--- config.mk ---
export PLATFORM = sky130hd
export DESIGN_NAME = dht_report
export DESIGN_NICKNAME = d
export VERILOG_FILES = /design/src/rtl/dht_pkg.sv /design/src/rtl/dht_report_uart_tx.sv /design/src/rtl/dht_report.sv
export SDC_FILE = /design/constraint.sdc
export NUM_CORES = 1
export LEC_CHECK = 0
export ABC_AREA = 1
export CAP_MARGIN = 20
export CORE_AREA = 2 2 134 136
export CTS_CLUSTER_SIZE = 30
export DETAILED_ROUTE_END_ITERATION = 10
export DIE_AREA = 0 0 136 138
export DONT_BUFFER_PORTS = 1
export GPL_TIMING_DRIVEN = 0
export SLEW_MARGIN = 20
export SYNTH_ARGS = -nofsm -noshare
export SYNTH_HDL_FRONTEND = slang
export SYNTH_SLANG_ARGS = --single-unit
--- constraint.sdc ---
create_clock -name CLK -period 3.6 [get_ports CLK]
set_input_delay 0.18 -clock CLK [delete_from_list [all_inputs] [get_ports CLK]]
set_output_delay 0.18 -clock CLK [all_outputs]
set_load 0.1 [all_outputs]
--- src/rtl/dht_pkg.sv ---
// Shared definitions for the DHT11 reading reporter:
// frame constants, status bit positions, FSM encoding, reading bundle.
package dht_pkg;

    localparam logic [7:0] SYNC_BYTE = 8'hA5;
    localparam int         FRAME_LEN = 6;

    localparam int ST_MISMATCH  = 0;
    localparam int ST_DHT_ERR   = 1;
    localparam int ST_STALE     = 2;
    localparam int ST_OVERRUN   = 3;
    localparam int ST_GOOD_SEEN = 4;

    typedef enum logic [1:0] {
        S_IDLE,
        S_CHECK,
        S_SEND,
        S_WAIT
    } state_e;

    typedef struct packed {
        logic [7:0] hum_int;
        logic [7:0] hum_frac;
        logic [7:0] tmp_int;
        logic [7:0] tmp_frac;
        logic [7:0] parity;
    } reading_t;

    function automatic logic [7:0] sum8(reading_t r);
        return r.hum_int + r.hum_frac + r.tmp_int + r.tmp_frac;
    endfunction

endpackage

--- src/rtl/dht_report_uart_tx.sv ---
// 8N1 UART transmitter, LSB first; ready is high whenever the line is idle,
// so it rises for the cycle right after the stop bit completes.
module uart_tx #(
    parameter int CLKS_PER_BIT = 868
) (
    input  logic       CLK,
    input  logic       RST,
    input  logic       start,
    input  logic [7:0] data,
    output logic       ready,
    output logic       TX
);

    localparam int             CW        = $clog2(CLKS_PER_BIT + 1);
    localparam logic [CW-1:0] BAUD_LAST = CW'(CLKS_PER_BIT - 1);

    logic          busy_q;
    logic [9:0]    shift_q;
    logic [3:0]    bit_q;
    logic [CW-1:0] baud_q;

    always_ff @(posedge CLK or negedge RST) begin
        if (!RST) begin
            busy_q  <= 1'b0;
            shift_q <= '1;
            bit_q   <= '0;
            baud_q  <= '0;
        end else if (!busy_q) begin
            if (start) begin
                busy_q  <= 1'b1;
                shift_q <= {1'b1, data, 1'b0};
                bit_q   <= '0;
                baud_q  <= '0;
            end
        end else if (baud_q == BAUD_LAST) begin
            baud_q <= '0;
            if (bit_q == 4'd9) begin
                busy_q <= 1'b0;
            end else begin
                bit_q   <= bit_q + 1'b1;
                shift_q <= {1'b1, shift_q[9:1]};
            end
        end else begin
            baud_q <= baud_q + 1'b1;
        end
    end

    assign ready = !busy_q;
    assign TX    = busy_q ? shift_q[0] : 1'b1;

endmodule

--- src/rtl/dht_report.sv ---
// Checks DHT11 readings, holds the last good one, and reports each
// reading as a 6-byte UART status frame; one-deep pending slot.
module dht_report
    import dht_pkg::*;
#(
    parameter int CLK_HZ      = 100_000_000,
    parameter int BAUD        = 115200,
    parameter int STALE_LIMIT = 3
) (
    input  logic       CLK,
    input  logic       RST,
    input  logic       DHT_valid,
    input  logic       DHT_error,
    input  logic [7:0] hum_int,
    input  logic [7:0] hum_float,
    input  logic [7:0] tmp_int,
    input  logic [7:0] tmp_float,
    input  logic [7:0] parity,
    output logic [7:0] good_hum_int,
    output logic [7:0] good_hum_float,
    output logic [7:0] good_tmp_int,
    output logic [7:0] good_tmp_float,
    output logic       good_seen,
    output logic       stale,
    output logic [3:0] fail_cnt,
    output logic       TX,
    output logic       busy
);

    localparam int         CLKS_PER_BIT = CLK_HZ / BAUD;
    localparam logic [3:0] STALE_LIM    = 4'(STALE_LIMIT);
    localparam logic [2:0] LAST_IDX     = 3'(FRAME_LEN - 1);

    state_e     state_q, state_d;
    reading_t   in_rd, cur_q, slot_q, good_q;
    logic       cur_err_q, cur_ov_q;
    logic       slot_err_q, slot_full_q, slot_ov_q;
    logic       seen_q;
    logic [3:0] fail_q, fail_d;
    logic [7:0] status_q, status_d;
    logic [2:0] idx_q;
    logic       mismatch, good, seen_d;
    logic       u_start, u_ready;
    logic [7:0] u_data;

    assign in_rd = {hum_int, hum_float, tmp_int, tmp_float, parity};

    always_comb begin
        state_d = state_q;
        u_start = 1'b0;
        unique case (state_q)
            S_IDLE:  if (DHT_valid || slot_full_q) state_d = S_CHECK;
            S_CHECK: state_d = S_SEND;
            S_SEND: begin
                u_start = 1'b1;
                state_d = S_WAIT;
            end
            S_WAIT: begin
                if (u_ready) state_d = (idx_q == LAST_IDX) ? S_IDLE : S_SEND;
            end
            default: state_d = S_IDLE;
        endcase
    end

    always_ff @(posedge CLK or negedge RST) begin
        if (!RST) state_q <= S_IDLE;
        else      state_q <= state_d;
    end

    // Status is built from the post-update register values.
    always_comb begin
        mismatch = sum8(cur_q) != cur_q.parity;
        good     = !mismatch && !cur_err_q;
        seen_d   = seen_q || good;
        fail_d   = good ? 4'd0 : (fail_q == 4'hF ? 4'hF : fail_q + 1'b1);
        status_d = '0;
        status_d[ST_MISMATCH]  = mismatch;
        status_d[ST_DHT_ERR]   = cur_err_q;
        status_d[ST_STALE]     = fail_d >= STALE_LIM;
        status_d[ST_OVERRUN]   = cur_ov_q;
        status_d[ST_GOOD_SEEN] = seen_d;
    end

    always_ff @(posedge CLK or negedge RST) begin
        if (!RST) begin
            cur_q       <= '0;
            cur_err_q   <= 1'b0;
            cur_ov_q    <= 1'b0;
            slot_q      <= '0;
            slot_err_q  <= 1'b0;
            slot_full_q <= 1'b0;
            slot_ov_q   <= 1'b0;
            good_q      <= '0;
            seen_q      <= 1'b0;
            fail_q      <= '0;
            status_q    <= '0;
            idx_q       <= '0;
        end else begin
            unique case (state_q)
                S_IDLE: begin
                    if (slot_full_q) begin
                        cur_q       <= slot_q;
                        cur_err_q   <= slot_err_q;
                        cur_ov_q    <= slot_ov_q;
                        slot_ov_q   <= 1'b0;
                        slot_full_q <= DHT_valid;
                        if (DHT_valid) begin
                            slot_q     <= in_rd;
                            slot_err_q <= DHT_error;
                        end
                    end else if (DHT_valid) begin
                        cur_q     <= in_rd;
                        cur_err_q <= DHT_error;
                        cur_ov_q  <= 1'b0;
                    end
                end
                S_CHECK: begin
                    idx_q    <= '0;
                    fail_q   <= fail_d;
                    status_q <= status_d;
                    if (good) begin
                        good_q <= cur_q;
                        seen_q <= 1'b1;
                    end
                end
                S_WAIT: begin
                    if (u_ready && idx_q != LAST_IDX) idx_q <= idx_q + 1'b1;
                end
                default: ;
            endcase
            // Any reading arriving mid-frame parks in the slot.
            if (state_q != S_IDLE && DHT_valid) begin
                slot_q      <= in_rd;
                slot_err_q  <= DHT_error;
                slot_full_q <= 1'b1;
                slot_ov_q   <= slot_ov_q || slot_full_q;
            end
        end
    end

    always_comb begin
        unique case (idx_q)
            3'd0:    u_data = SYNC_BYTE;
            3'd1:    u_data = good_q.hum_int;
            3'd2:    u_data = good_q.hum_frac;
            3'd3:    u_data = good_q.tmp_int;
            3'd4:    u_data = good_q.tmp_frac;
            default: u_data = status_q;
        endcase
    end

    uart_tx #(
        .CLKS_PER_BIT(CLKS_PER_BIT)
    ) u_uart (
        .CLK  (CLK),
        .RST  (RST),
        .start(u_start),
        .data (u_data),
        .ready(u_ready),
        .TX   (TX)
    );

    assign good_hum_int   = good_q.hum_int;
    assign good_hum_float = good_q.hum_frac;
    assign good_tmp_int   = good_q.tmp_int;
    assign good_tmp_float = good_q.tmp_frac;
    assign good_seen      = seen_q;
    assign fail_cnt       = fail_q;
    assign stale          = fail_q >= STALE_LIM;
    assign busy           = state_q != S_IDLE;

endmodule

======== After elaboration in Yosys (flattened, before gate mapping) ========
Index checks and enable logic that the tools add are counted.
Widths: inputs -> output; s select.
cells by class
  add/subtract/negate cells ............... 7
  magnitude comparators ................... 2
  equal/unequal tests ..................... 18
  multiplexer cells ....................... 44
  reduce and logical (&&, ||, !) cells .... 25
operators by type and width
  cell                   number
  $mux 40                5
  $mux 10                7
  $pmux 8 s5             1
  $add 8x8->8            3
  $mux 4                 6
  $mux 1                 19
  $reduce_bool 2->1      7
  $add 10x1->10 const B  1
  $eq 10x10->1 const B   1
  $ne 2x2->1 const B     5
  $reduce_and 2->1       5
  $add 4x1->4 const B    2
  $eq 4x4->1 const B     2
  $ge 4x2->1 const B     2
  $ne 8x8->1             1
  $pmux 2 s4             1
  $eq 3x2->1 const B     2
  $eq 3x3->1 const B     2
  $mux 2                 3
  $pmux 3 s2             1
  $reduce_and 3->1       2
  $eq 2x2->1 const B     2
  $add 3x1->3 const B    1
  $eq 3x1->1 const B     1
  other kinds (8)        14
storage, ports and cells
  flip-flop bits (word level) ............. 157
  input port bits ......................... 44
  output and inout port bits .............. 40
  logic and storage cells ................. 124

======== Longest topological paths before layout ========
Gate-level depths: netlist of the first run.
  depth after elaboration ................. 8
  mapped depth ............................ 20
  mapped depth without buffers ............ 19

======== By module ========
From an unflattened synthesis of the first run, not the netlist that was laid out.
second synthesis, totals
  cells, all modules ...................... 952
  area, all modules ....................... 7961.4 um^2
modules (own cells, without submodules)
  module      instances  cells each  area an instance (um^2)  seq. area each (um^2)
  dht_report  1          766         6575.1                   3303.2
  uart_tx     1          186         1386.3                   611.8

======== Worst setup path after synthesis of the first run ========
Ideal clock, no wire load.
  kind .................................... reg-to-reg
  from .................................... register cur_q[9] (netlist name)
  to ...................................... register good_q (netlist bit good_hum_int[4])
  library setup time ...................... 120 ps
  arrival time ............................ 3208 ps
  data required time ...................... 3480 ps
  setup slack ............................. 272 ps
  cell stages (with the launch flop) ...... 20
  buffers on the path ..................... 1
  clock period less this slack ............ 3328 ps
  cells stage by stage .................... dfrtp_1 fa_1 inv_1 fa_1 inv_1 ha_1 fa_1 xnor2_1 inv_1 nand2_1 nand2_1 nor2_1 nand2_1 nor2_2 nand3_1 inv_2 nand2_4 buf_2 nand2_1 nand2_1
on the way
  cells in the longest elaborated chain, start to end .. 5
ends and longest elaborated chain
  what                        RTL line           source
  from (decl)                 dht_report.sv:35   reading_t in_rd, cur_q, slot_q, good_q;
  from (signal assigned)      dht_report.sv:102  cur_q <= slot_q;
  from (signal assigned)      dht_report.sv:112  cur_q <= in_rd;
  $add 8x8->8                 dht_pkg.sv:30      return r.hum_int + r.hum_frac + r.tmp_int + r.tmp_frac;
  $ne 8x8->1                  dht_report.sv:72   mismatch = sum8(cur_q) != cur_q.parity;
  $logic_not 1->1             dht_report.sv:73   good = !mismatch && !cur_err_q;
  $logic_and 1x1->1           dht_report.sv:73
  $reduce_and 2->1 (no line)  -
  to (signal assigned)        dht_report.sv:122  good_q <= cur_q;
  to (decl)                   dht_report.sv:35
No other way between the ends.
A chain may end at the register's enable or synchronous reset.

======== Worst setup path after layout of the first run ========
  from .................................... register cur_q[9] (netlist name)
  to ...................................... register good_q (netlist bit good_tmp_float[7])
The elaborated chain is that of the path after synthesis.

==> results.sh, run 1 <==
export IMPL_core_area_sq_um=17500
export IMPL_ir_drop_mv=0.443
export IMPL_critPathMaxFanout=10
export IMPL_rsz0062_at_grt="true"
export IMPL_final_area_sq_um=9180
export IMPL_dp_slack_ps=-73.4
export IMPL_grt_overflow_total=0
export IMPL_synthesis_nets=933
export IMPL_vias=6000
export IMPL_post_route_drc_count=0
export IMPL_start_util_pct=43.7
export IMPL_synthCells=859
export IMPL_yosysSeqAreaShare_pct=51.1
export IMPL_drtIter0Drc=448
export IMPL_grt_pass1_vias=5899
export IMPL_port_buffers=0
export IMPL_area_growth_pct=19.8
export IMPL_cp_required_ps=3900
export IMPL_die_y_um=138
export IMPL_top_usage_layer="met2"
export IMPL_io_pins=84
export IMPL_setup_worst_path_start_class="register"
export IMPL_violations="negative hold slack"
export IMPL_nFillCells=1643
export IMPL_slew_violations=0
export IMPL_clockBufferDepth=2
export IMPL_r2r_start="cur_q[9]"
export IMPL_tightest_slew_ps=1030
export IMPL_antenna_found_initial=0
export IMPL_met2_usage_pct=34.7
export IMPL_reg2reg_depth=17
export IMPL_vias_per_cell=5.14
export IMPL_min_path_type="primary input to asynchronous set/reset pin"
export IMPL_grtUsageTotal_pct=21.6
export IMPL_fin_crit_ps=3510
export IMPL_syn_area_sq_um=7660
export IMPL_ys_seq_elements=156
export IMPL_end_kind="register"
export IMPL_die_x_um=136
export IMPL_critPathKind="register to register"
export IMPL_power_leakage_uw=0.00429
export IMPL_grt_first_pass_wirelength_mm=31.4
export IMPL_antennaDiodeCount=0
export IMPL_cap_violations=0
export IMPL_yosys_warnings=0
export IMPL_worstPathArrival_ps=3810
export IMPL_clkSinkCount=156
export IMPL_grt_max_degree=157
export IMPL_finalHoldViolations=156
export IMPL_final_setup_worst_slack_ps=92.8
export IMPL_die_area_sq_um=18800
export IMPL_r2r_setup_slack_ps=90
export IMPL_clockRootBuffer="clkbuf_16"
export IMPL_cellPowerDensity_nw_per_um2=619
export IMPL_whs_ps=-554
export IMPL_grt_met3_usage_pct=5.94
export IMPL_fin_crit_sh_pct=97.4
export IMPL_status="finished, violations left"
export IMPL_skew_ps=10.4
export IMPL_gp_congestion=0.812
export IMPL_wire_per_inst_um=16.5
export IMPL_num_rows=49
export IMPL_report_final_setup_viol=0
export IMPL_nets=1001
export IMPL_clkTransAtPathRegs_ps=60
export IMPL_synth_avg_cell_area_sq_um=8.92
export IMPL_clk_insertion_delay_late_ps=430
export IMPL_placed_area_sq_um=7950
export IMPL_holdBufCountCts=42
export IMPL_cts_htree_levels=4
export IMPL_numCtsBuffers=17
export IMPL_reg2reg_to="good_tmp_float[7]"
export IMPL_fmaxAchievable_ghz=0.285
export IMPL_first_pass_iters=4
export IMPL_cts_tree="yes"
export IMPL_drive_gt1_share_pct=13.5
export IMPL_max_slew_margin_pct=31.2
export IMPL_met1_usage_pct=28.4
export IMPL_yosysUniqueCellTypes=40
export IMPL_ant_nets=0
export IMPL_dp_hpwl_mm=13.5
export IMPL_totalWireLength_mm=19.3
cell usage in the layout, fill, tap and decap left out, types with 4 or more instances in the layout:
cell type / instances
o22ai_1: 6
dfstp_2: 9
inv_1: 81
o211ai_1: 17
nand2_1: 241
dlygate4sd3_1: 42
ha_1: 15
nand2_2: 15
xor2_1: 4
xnor2_1: 5
o21ai_0: 47
a31oi_1: 30
buf_2: 9
nand3_1: 38
o21ai_1: 11
clkinvlp_4: 4
clkbuf_1: 16
nor2_2: 4
clkbuf_16: 20
nor2_1: 56
a221oi_1: 5
nand4_1: 7
fa_1: 13
dfrtp_1: 146
nand2_4: 5
a21oi_1: 13
buf_4: 7
mux2_2: 27
state kept, by name, indices dropped and copies added (netlist names), 5 cells and up:
register	flops
cur_q	40
slot_q	40
u_uart.baud_q	10
u_uart.shift_q	9
good_hum_float	8
good_hum_int	8
good_tmp_float	8
good_tmp_int	8
status_q	5
timing repair:
item | in CTS | in global routing
gates cloned | 0 | 3
setup buffers | 2 | 2
pin swaps | 1 | 10
hold endpoints to repair | 227 | 156
gates resized for setup | 8 | 37
endpoints found under the setup margin | 31 | 39
Yosys cell counts:
library cell    n  area [sq um]
dfrtp_1       147          3680
clkinv_1        1          3.75
o21ai_0        48           240
nand3_1        39           195
nor4_1          2          12.5
dfstp_2         9           236
o31ai_1         3          22.5
buf_4           3          22.5
mux2i_1         1          10.0
a31oi_1        30           188
a21oi_1        13          65.1
o211ai_1       17           128
o32ai_1         1          8.76
a32o_1          1          10.0
a41oi_1         1          8.76
fa_1           14           280
mux2_2         27           304
clkinv_2        1          5.00
ha_1           16           200
buf_6           4          45.0
xor2_1          4          35.0
nor2_2          4          25.0
a22o_1          3          26.3
nand4_1         7          43.8
nor2_1         56           210
a221oi_1        5          43.8
nand2_4         1          11.3
clkbuf_1       16          60.1
nor3_1          2          10.0
o22ai_1         6          37.5
o21ai_4         1          16.3
o21ai_1        10          50.1
buf_2          11          55.1
inv_2           2          7.51
inv_1          82           308
buf_1           1          3.75
nand2b_1        1          6.26
nand2_1       261           980
xnor2_1         7          61.3
a2111oi_0       1          8.76
logic make-up after synthesis:
family / synth area share (%)
XOR/XNOR: 1.26
multiplexers: 4.10
AND/OR/NAND/NOR: 19.5
flip-flops: 51.1
buffers and inverters: 6.66
adder cells (fa/ha/maj): 6.27
AO/OA/AOI/OAI: 11.1
through the flow:
step                setup TNS (ps)  power [uW]  util, %  hold slack (ps)  instances
floorplan                        0        3500        -             -116        859
global placement              -866        3820     45.3             -110       1088
global route                 -2910        6110     52.4             -587       1167
detailed placement           -1170        3840     45.3             -107       1088
CTS                          -1.62        5670     51.2             -574       1162
finish                           0        5690     52.4             -554       1167
critical path: stages (launching register included):
cell and delay, ps:
dfrtp_1 400, fa_1 560, inv_2 40, fa_1 490
inv_1 40, ha_2 180, fa_2 550, xnor2_2 110
nand3_1 90, nor2_1 100, nand2_1 70, nor2_2 130
nand3_2 100, inv_4 100, nand2_8 100, buf_6 180
nand2_1 50, o21ai_1 90
cell type report:
type | instances | area (sq um) | share of cell area (%)
flip-flops and latches | 156 | 3920 | 42.6
clock buffers | 20 | 467 | 5.08
inverters | 86 | 338 | 3.68
well taps | 229 | 287 | 3.12
multi-input cells | 582 | 3350 | 36.4
clock inverters | 10 | 92.6 | 1.01
plain buffers | 35 | 210 | 2.29
repair buffers | 49 | 526 | 5.72
worst max-delay path by stage:
stage	to	slack [ps]	start
final	good_tmp_float[7]	90	cur_q[9]
after global routing	status_q[2]	-110	cur_q[9]
after CTS	good_tmp_float[7]	-2	cur_q[9]
after detailed placement	good_hum_float[4]	-70	cur_q[9]
after global placement	good_tmp_int[3]	-60	cur_q[17]
after floorplan	good_hum_int[4]	270	cur_q[9]
metal layers:
layer | wire, um | vias to the layer above
met5 | 0 | -
met4 | 263 | 0
met3 | 1030 | 21
met2 | 9520 | 122
met1 | 8500 | 2911
li1 | - | 2946
power breakdown:
part	leakage (uW)	switching (uW)	internal [uW]	total, uW
sequential	0.00191	302	1970	2280
combinational	0.00211	944	744	1690
clock	0.000266	726	997	1720
(Power assumes the default switching activity.)
==> inputs of run 2 (changes only) <==
Settings changed: CORE_AREA 2 2 134 136 to 2 2 137 139, DIE_AREA 0 0 136 138 to 0 0 139 141, SYNTH_HIERARCHICAL set to 1.
==> results.sh, run 2 <==
export IMPL_status="finished, violations left"
export IMPL_violations="negative hold slack, negative setup slack"
export IMPL_synth_area_leaders="dfrtp_1 (46%), nand2_1 (13%), inv_1 (6.2%)"
export IMPL_biggestRegsByFlops="cur_q: 40 flops, slot_q: 40 flops, u_uart/baud_q: 10 flops"
export IMPL_path_cells="fa_1, inv_1, fa_1, inv_2, ha_4, fa_2, xnor2_1, nand3_1, nor2_1, nand3_1, nor2_2, nand2_2, nor2_4, nand3_4, buf_6, buf_8, nand2_1, o21ai_2"
export IMPL_critPathTopFamily="adder cells"
export IMPL_num_rows=50
export IMPL_yosys_top_cells_count="nand2_1 (268), dfrtp_1 (147), inv_1 (132), o21ai_0 (95), nand3_1 (58)"
export IMPL_die_y_um=141
export IMPL_vias=6464
export IMPL_dp_slack_ps=-231
export IMPL_grt_overflow_total=0
export IMPL_grt_max_degree=157
export IMPL_placed_area_sq_um=8250
export IMPL_antenna_found_initial=0
export IMPL_power_total_uw=4090
export IMPL_skew_ps=10.3
export IMPL_min_path_type="primary input to asynchronous set/reset pin"
export IMPL_final_setup_worst_slack_ps=-102
export IMPL_critPathSlowestCell="fa_2"
export IMPL_cap_violations=0
export IMPL_vias_per_cell=5.08
export IMPL_antennaDiodeCount=0
export IMPL_wire_per_inst_um=16.5
export IMPL_end_kind="register"
export IMPL_cp_required_ps=3920
export IMPL_grtUsageTotal_pct=22.2
export IMPL_setup_worst_path_start_class="register"
export IMPL_grt_first_pass_wirelength_mm=33.8
export IMPL_critPathMaxFanout=10
export IMPL_critPathKind="register to register"
export IMPL_syn_area_sq_um=7960
export IMPL_area_growth_pct=18.3
export IMPL_power_leakage_uw=0.00451
export IMPL_synth_avg_cell_area_sq_um=8.36
export IMPL_synthesis_nets=1026
export IMPL_clkSinkCount=156
export IMPL_rsz0062_at_grt="true"
export IMPL_ys_seq_elements=156
export IMPL_core_area_sq_um=18300
export IMPL_cts_tree="yes"
export IMPL_whs_ps=-555
export IMPL_ir_drop_mv=0.355
export IMPL_io_pins=84
export IMPL_final_area_sq_um=9420
export IMPL_cts_htree_levels=4
export IMPL_drive_gt1_share_pct=10.5
export IMPL_ff_latch_area_sq_um=3920
export IMPL_slew_violations=0
export IMPL_gp_congestion=0.868
export IMPL_clockRootBuffer="clkbuf_16"
export IMPL_start_util_pct=43.6
export IMPL_multi_input_area_sq_um=3380
export IMPL_fmaxAchievable_ghz=0.270
export IMPL_max_slew_margin_pct=31.5
export IMPL_cp_num_buf_inv=4
export IMPL_synthCells=952
export IMPL_clk_insertion_delay_late_ps=430
export IMPL_port_buffers=0
export IMPL_synthFlopType="dfrtp_1"
export IMPL_clkTransAtPathRegs_ps=70
export IMPL_fin_crit_sh_pct=103
export IMPL_max_stage_delay_ps=550
export IMPL_synth_top_area_share_pct=46.2
export IMPL_grt_pass1_vias=6222
export IMPL_drtIter0Drc=452
export IMPL_post_route_drc_count=0
export IMPL_post_route_util_pct=51.5
export IMPL_cellPowerDensity_nw_per_um2=434
export IMPL_yosys_warnings=6
export IMPL_yosysTopAreaCell="dfrtp_1"
export IMPL_layout_commonest_cell="nand2_1"
export IMPL_layout_common_cells="nand2_1 (257), dfrtp_1 (147), inv_1 (131), o21ai_0 (94), nand3_1 (58)"
export IMPL_holdBufCountCts=42
export IMPL_synth_edf_count=0
export IMPL_die_area_sq_um=19600
export IMPL_clockBufferDepth=2
export IMPL_numCtsBuffers=17
export IMPL_yosysUniqueCellTypes=38
export IMPL_totalWireLength_mm=20.9
export IMPL_yosysSeqAreaShare_pct=49.2
export IMPL_finalHoldViolations=156
export IMPL_worstPathArrival_ps=4020
export IMPL_fin_crit_ps=3700
export IMPL_nFillCells=1762
export IMPL_ant_nets=0
export IMPL_first_pass_iters=5
export IMPL_report_final_setup_viol=31
export IMPL_synth_most_common_cell="nand2_1"
export IMPL_tightest_slew_ps=1030
export IMPL_ys_async_sr_fraction_pct=100
export IMPL_die_x_um=139
export IMPL_nets=1100
export IMPL_dp_hpwl_mm=15.0
run 2: logic make-up after synthesis:
logic type	share of synthesized area, %
compound gates	13.6
xor+xnor	0.990
fa+ha+maj	6.03
buf+inv	9.15
flops	49.2
mux	0.566
simple gates	20.4
run 2: final timing paths:
check	end	cells after the start	from	slack [ps]
min in group CLK	slot_q[1]	2	parity[1]	460
min	fail_cnt[1]	0	RST	-560
max reg2reg	good_tmp_float[2]	18	cur_q[25]	-100
min reg2reg	u_uart/shift_q[0]	2	u_uart/shift_q[0]	460
max in group asynchronous	u_uart/shift_q[6]	0	RST	3800
max	good_tmp_float[2]	18	cur_q[25]	-100
run 2: final cells by class:
class                      count  area share (%)
sequential                   156            41.6
tap                          234            3.11
inverter                     133            5.30
clock inverter                13            1.17
timing repair buffer          55            5.67
clock buffer                  19            4.70
multi-input combinational    618            35.9
buffer                        45            2.54
run 2: where the power goes:
part | total [uW] | switching [uW] | internal (uW)
logic | 483 | 270 | 213
clock network | 1700 | 787 | 917
registers | 1900 | 75.5 | 1820
run 2: per-stage QoR:
step	hold WS (ps)	TNS (ps)	cells
5_1_grt	-576	-10410	1273
3_3_place_gp	-107	-6570	1186
4_1_cts	-568	-3920	1272
6_report	-555	-2440	1273
2_1_floorplan	-116	0	952
3_5_place_dp	-107	-6480	1186
run 2: routing by layer:
metal	global-route usage, %	wire length [um]	part of all wire [%]
met4	6.38	279	1.3
met1	28.6	9400	45
met2	37.7	10300	49
met5	0	0	0
met3	5.13	927	4.4
run 2: timing repair:
| item | CTS | global route |
|---|---|---|
| setup endpoints to repair | 35 | 40 |
| pin swaps | 9 | 4 |
| setup buffers | 10 | 5 |
| endpoints found under the hold margin | 203 | 156 |
| cloned | 2 | 0 |
| resized for setup | 17 | 17 |
